<file path="config.mk">
export PLATFORM = sky130hd
export DESIGN_NAME = alu_arbiter
export DESIGN_NICKNAME = d
export VERILOG_FILES = /design/src/rtl/alu_arbiter.sv
export SDC_FILE = /design/constraint.sdc
export NUM_CORES = 1
export LEC_CHECK = 0
export CAP_MARGIN = 10
export CORE_MARGIN = 3
export CORE_UTILIZATION = 44
export CTS_CLUSTER_DIAMETER = 30
export DETAILED_ROUTE_END_ITERATION = 10
export PLACE_DENSITY = 0.86
export SYNTH_ARGS = -nofsm -noshare
export SYNTH_HDL_FRONTEND = slang
export SYNTH_SLANG_ARGS = --single-unit
</file>
<file path="constraint.sdc">
create_clock -name clk -period 3.35 [get_ports clk]
set_clock_uncertainty 0.05 [all_clocks]
set_input_delay 1.005 -clock clk [delete_from_list [all_inputs] [get_ports clk]]
set_output_delay 1.005 -clock clk [all_outputs]
set_load 0.02 [all_outputs]
</file>
<file path="src/rtl/alu_arbiter.sv">
// Round-robin arbiter that shares one combinational ALU between two requesters.
// Each operation takes IDLE -> EXEC -> RESP; the response is held until consumed.
module alu_arbiter #(
    parameter int CNT_W = 16
) (
    input  logic             clk,
    input  logic             rst,
    input  logic             req0_valid,
    output logic             req0_ready,
    input  logic [31:0]      req0_a,
    input  logic [31:0]      req0_b,
    input  logic [5:0]       req0_opcode,
    input  logic             req0_cin,
    input  logic             req1_valid,
    output logic             req1_ready,
    input  logic [31:0]      req1_a,
    input  logic [31:0]      req1_b,
    input  logic [5:0]       req1_opcode,
    input  logic             req1_cin,
    output logic [31:0]      alu_a,
    output logic [31:0]      alu_b,
    output logic [5:0]       alu_opcode,
    output logic             alu_cin,
    input  logic [31:0]      alu_result,
    input  logic [3:0]       alu_flags,
    output logic             rsp_valid,
    input  logic             rsp_ready,
    output logic             rsp_id,
    output logic [31:0]      rsp_result,
    output logic [3:0]       rsp_flags,
    output logic [CNT_W-1:0] cnt0,
    output logic [CNT_W-1:0] cnt1
);

    localparam logic [5:0] OP_NOP = 6'b111111;

    typedef enum logic [1:0] {IDLE, EXEC, RESP} state_t;

    typedef struct packed {
        logic [31:0] a;
        logic [31:0] b;
        logic [5:0]  opcode;
        logic        cin;
        logic        id;
    } req_t;

    typedef struct packed {
        logic        id;
        logic [31:0] result;
        logic [3:0]  flags;
    } rsp_t;

    state_t          state_q, state_d;
    logic            last_grant_q, last_grant_d;
    req_t            req_q, req_d;
    rsp_t            rsp_q, rsp_d;
    logic [CNT_W-1:0] cnt0_q, cnt0_d;
    logic [CNT_W-1:0] cnt1_q, cnt1_d;

    logic grant_vld;
    logic grant_id;
    logic accept;

    // With both requesters pending, the one not served last wins.
    always_comb begin
        // NOTE: every combinational output gets a default first so no path leaves it unassigned (no latch).
        grant_vld = 1'b0;
        grant_id  = 1'b0;
        if (req0_valid && req1_valid) begin
            grant_vld = 1'b1;
            grant_id  = ~last_grant_q;
        end else if (req0_valid) begin
            grant_vld = 1'b1;
            grant_id  = 1'b0;
        end else if (req1_valid) begin
            grant_vld = 1'b1;
            grant_id  = 1'b1;
        end
    end

    assign accept     = (state_q == IDLE) && grant_vld && !rst;
    assign req0_ready = accept && !grant_id;
    assign req1_ready = accept && grant_id;

    always_comb begin
        state_d      = state_q;
        last_grant_d = last_grant_q;
        req_d        = req_q;
        rsp_d        = rsp_q;
        cnt0_d       = cnt0_q;
        cnt1_d       = cnt1_q;
        case (state_q)
            IDLE: begin
                if (accept) begin
                    req_d        = grant_id ? {req1_a, req1_b, req1_opcode, req1_cin, 1'b1}
                                            : {req0_a, req0_b, req0_opcode, req0_cin, 1'b0};
                    last_grant_d = grant_id;
                    state_d      = EXEC;
                end
            end
            EXEC: begin
                rsp_d   = '{id: req_q.id, result: alu_result, flags: alu_flags};
                state_d = RESP;
            end
            RESP: begin
                if (rsp_ready) begin
                    if (rsp_q.id) cnt1_d = cnt1_q + CNT_W'(1);
                    else          cnt0_d = cnt0_q + CNT_W'(1);
                    state_d = IDLE;
                end
            end
            default: state_d = IDLE;
        endcase
    end

    always_ff @(posedge clk) begin
        // NOTE: state registers use non-blocking assignments so every flop samples pre-edge values.
        if (rst) begin
            state_q      <= IDLE;
            last_grant_q <= 1'b1;
            req_q        <= '0;
            rsp_q        <= '0;
            cnt0_q       <= '0;
            cnt1_q       <= '0;
        end else begin
            state_q      <= state_d;
            last_grant_q <= last_grant_d;
            req_q        <= req_d;
            rsp_q        <= rsp_d;
            cnt0_q       <= cnt0_d;
            cnt1_q       <= cnt1_d;
        end
    end

    // The ALU only sees a real operation during EXEC; otherwise it idles on NOP.
    assign alu_a      = (state_q == EXEC) ? req_q.a      : 32'd0;
    assign alu_b      = (state_q == EXEC) ? req_q.b      : 32'd0;
    assign alu_opcode = (state_q == EXEC) ? req_q.opcode : OP_NOP;
    assign alu_cin    = (state_q == EXEC) ? req_q.cin    : 1'b0;

    assign rsp_valid  = (state_q == RESP);
    assign rsp_id     = rsp_q.id;
    assign rsp_result = rsp_q.result;
    assign rsp_flags  = rsp_q.flags;
    assign cnt0       = cnt0_q;
    assign cnt1       = cnt1_q;

endmodule

</file>
Yosys cells after proc, flatten, opt, wreduce, memory -nomap -nowiden
Cells that the tools add are included.
{"block": "word_totals", "ff_bits": 144, "out_inout_bits": 143, "elab_cells": 45}
{"block": "op_classes", "eq_ne": 4, "mux": 13, "add_sub_neg": 2, "reduce_logical": 12, "n_bitwise": 2}
{"operator": "$mux W72", "n": 1}
{"operator": "$mux W32", "n": 2}
{"operator": "$add A16 B1 Y16 const B", "n": 2}
{"operator": "$mux W1", "n": 6}
{"operator": "$mux W6", "n": 1}
{"operator": "$pmux W2 S3", "n": 1}
{"operator": "$reduce_and A3 Y1", "n": 2}
{"operator": "$logic_and A1 B1 Y1", "n": 5}
{"operator": "$mux W2", "n": 2}
{"operator": "$reduce_and A2 Y1", "n": 2}
{"operator": "$eq A2 B1 Y1 const B", "n": 1}
{"operator": "$eq A2 B2 Y1 const B", "n": 1}
{"operator": "$logic_not A1 Y1", "n": 2}
{"operator": "$logic_not A2 Y1", "n": 1}
{"operator": "$ne A2 B1 Y1 const B", "n": 1}
{"operator": "$ne A2 B2 Y1 const B", "n": 1}
{"operator": "$not A1 Y1", "n": 2}

Depth between registers and ports, before layout
{"block": "logic_depth", "ltp_word": 7, "ltp_mapped": 6}

Least setup slack after synthesis
Ideal clock, no wire load.
{"block": "synth_path", "path_kind": "in2out", "startpoint": "in rst", "endpoint": "out req0_ready", "required_time_ns": 2.295, "arrival_ns": 2.135, "cell_stages": 4, "path_buffers": 2, "path_slack_ns": 0.160, "path_cell_list": "nor4_1 > clkbuf_1 > clkbuf_1 > nor2b_1"}
{"block": "synth_between", "elab_chain_len": 3}
{"element": "start: declaration", "line_no": "7", "source": "input logic rst,"}
{"element": "$logic_not A1 Y1", "line_no": "81", "source": "assign accept = (state_q == IDLE) && grant_vld && !rst;"}
{"element": "$logic_and A1 B1 Y1", "line_no": "81"}
{"element": "$logic_and A1 B1 Y1", "line_no": "82", "source": "assign req0_ready = accept && !grant_id;"}
{"element": "end: declaration", "line_no": "9", "source": "output logic req0_ready,"}
Every way passes these cells.

Final worst setup path
{"block": "layout_path", "startpoint": "reg state_q[1]", "endpoint": "out alu_b[17]"}
{"block": "layout_between", "elab_chain_len": 2}
{"element": "start: declaration", "line_no": "53", "source": "state_t state_q, state_d;"}
{"element": "start signal: assignment", "line_no": "126", "source": "state_q <= state_d;"}
{"element": "$eq A2 B1 Y1", "line_no": "137", "source": "assign alu_b = (state_q == EXEC) ? req_q.b : 32'd0;"}
{"element": "$mux W32", "line_no": "137"}
{"element": "end: declaration", "line_no": "21", "source": "output logic [31:0] alu_b,"}
Every way passes these cells.

==> results.yml <==
drt:
  drt-total-wl_um: 20500
  drt_iter0_markers: 341
  drc_errors: 0
  firstDrtPassIters: 4
  via_per_inst: 5.12
  via_count: 6384
  ant_nets: 0
  wl_per_cell_um: 16.5
finish:
  drive_gt1_share_pct: 5.45
  area_growth_pct: 61.9
  register_area_mm2: 0.00288
  multi_input_area_mm2: 0.00332
  fin_util_pct: 74.0
  nFillCells: 1057
  fin_area_mm2: 0.0104
  nNetsFinal: 1238
  stdcell_count: 1246
floorplanning:
  die_w_um: 127
  die_h_um: 127
  io_pins: 326
  core_area_mm2: 0.0141
  start_util_pct: 45.7
  rows: 43
  dieArea_mm2: 0.0161
synthesis:
  ys_types: 39
  synth.area.top_cells: "dfxtp_1, mux2i_1, a211oi_1"
  syn_nets: 937
  yosysTopAreaCell: "dfxtp_1"
  seq_area_frac_synth_pct: 44.7
  avgSynthCellArea_um2: 8.57
  syn_inst: 752
  ys_top_cells_by_count: "dfxtp_1, nor2_1, nand2_1"
  yosys_warnings: 0
  synth_flop_cell: "dfxtp_1"
  synth_top_area_share_pct: 44.7
  netlist_area_mm2: 0.00644
  yosysMostFrequentCell: "dfxtp_1"
  synth_edf_count: 0
  async_flop_share_pct: 0
  ys_ff_latch: 144
sta:
  finalHoldViolCount: 0
  fin_ws_ns: 0.146
  min_period_ns: 3.20
  relSlewSlack_pct: 34.1
  period_share_pct: 95.7
  rsz0062_at_grt: "no"
  drv_slew: 0
  worstMarginPinSlew_ns: 0.989
  finalSetupViolations: 0
  max_freq_mhz: 312
run:
  cap_viol_max_count: 0
hold_path:
  min_path_type: "reg2reg"
cts:
  cts.clk_slew.worst_paths_ns: 0.06
  cts_buffer_depth: 2
  clock_latency_ns: 0.40
  cts_root_buf: "clkbuf_16"
  cts.sinks: 144
  cts_buffers: 17
  holdBufCountCts: 0
  cts_tree: "yes"
  cts-htree-levels: 4
power_and_ir_drop:
  peakVddDrop_v: 0.000324
  power.share.combinational_pct: 19.4
  seqPwrFrac_pct: 40.7
  p_int_mw: 3.46
  power_switching_mw: 1.18
  power_density_mw_per_mm2: 444
  cellLeakagePower_nw: 3.79
  p_total_mw: 4.64
  p_clk_share_pct: 39.9
  p_sw_share_pct: 25.5
global_routing:
  grtUsageMet3_pct: 9.41
  grt_pass1_vias: 6251
  use_met1_pct: 26.2
  top_usage_layer: "met2"
  grt_pass1_wl_um: 31500
  antenna_found_initial: 1
  grtUsageTotal_pct: 24.4
  grt.overflow.total: 0
  grt_max_degree: 93
  use_met2_pct: 43.6
setup_path:
  start_kind: "flip-flop"
  arrival_ns: 2.15
  endpoint_kind: "output pin"
  cp.required_ns: 2.29
  crit_type: "reg2out"
  path_max_fanout: 60
place:
  place_hpwl_um: 15000
  postPlaceCellArea_mm2: 0.00985
  dp_slack_ns: -0.433
  dp.cells: 1214
  place_congestion: 0.845
  numPortBuffers: 325
status:
  status: "completed"
worst max-delay path, stage by stage, from the launching register on:
cell             delay, ns
dfxtp_1               0.41
nor2b_4               0.22
buf_12                0.26
and2_1                0.21
clkdlybuf4s50_1       0.64
kinds of logic (layout without fill, tap and decap cells):
family,count (synthesis),count (layout),share of synthesized area [%]
AOI/OAI and AO/OA,131,131,13.3
xor gates and xnor gates,18,18,2.45
adders and majority gates,2,2,0.388
buffers and inverters,66,379,4.06
DFF,144,144,44.7
muxes,74,74,11.6
other,0,1,0
and+or+nand+nor,317,317,23.5
per-layer routing:
layer,vias to the layer above,wire [um]
met3,30,1970
met5,-,0
li1,3196,-
met4,0,417
met1,2901,7930
met2,257,10200
path summary, 6_finish.rpt:
path                                   from                   endpoint  slack, ns  cells after the start
setup / recovery    state_q[1]$_SDFFE_PP0P_                  alu_b[17]       0.15                      4
hold / removal    rsp_flags[1]$_SDFFE_PP0N_  rsp_flags[1]$_SDFFE_PP0N_       0.40                      2
setup reg to reg  last_grant_q$_SDFFE_PP1P_      req_q[8]$_SDFFE_PP0P_       1.16                      6
hold reg to reg   rsp_flags[1]$_SDFFE_PP0N_  rsp_flags[1]$_SDFFE_PP0N_       0.40                      2
sequential cells by signal, indices dropped and copies added, names as in the netlist:
register      flops
cnt0             16
req_q            72
last_grant_q      1
rsp_id            1
rsp_flags         4
state_q           2
cnt1             16
rsp_result       32
placed cells by master, fill, tap and decap left out, types with 3 or more instances in the layout:
cell type / count
a211oi_1: 71
a21oi_1: 48
and2_1: 66
buf_4: 16
clkbuf_16: 17
clkbuf_8: 3
clkdlybuf4s50_1: 320
clkinv_2: 5
dfxtp_1: 144
inv_1: 7
mux2_2: 3
mux2i_1: 71
nand2_1: 91
nand2b_1: 9
nand3_1: 9
nand4_1: 5
nor2_1: 98
nor2b_1: 4
nor3_1: 7
nor4_1: 8
o21ai_0: 5
or3_1: 7
xnor2_1: 15
xor2_1: 3
final cells by class:
class	count	area share [%]
Antenna cell	1	0.0240
Timing Repair Buffer	341	32.5
Inverter	7	0.252
Clock inverter	10	1.06
Clock buffer	21	4.51
Tap cell	180	2.16
Multi-Input combinational cell	542	31.9
Sequential cell	144	27.6
per-stage QoR:
step / TNS (ns) / hold WS (ns)
final: 0 / 0.402
after global routing: 0 / 0.422
after CTS: 0 / 0.404
after detailed placement: -1.06 / 0.396
after global placement: -0.839 / 0.391
after floorplan: 0 / 0.382
power groups by stage:
stage / Sequential (mW) / Combinational [mW] / Clock, mW
5_1_grt: 1.90 / 0.978 / 1.95
4_1_cts: 1.89 / 0.910 / 1.89
3_3_place_gp: 1.92 / 0.891 / 0
2_1_floorplan: 1.95 / 0.422 / 0
6_report: 1.89 / 0.900 / 1.85
3_5_place_dp: 1.92 / 0.902 / 0
repair_timing:
item,4_1_cts,5_1_grt
setup buffers,0,0
gates resized for setup,14,0
endpoints found under the setup margin,2,0
No activity file was read; power rests on OpenSTA's default activity.
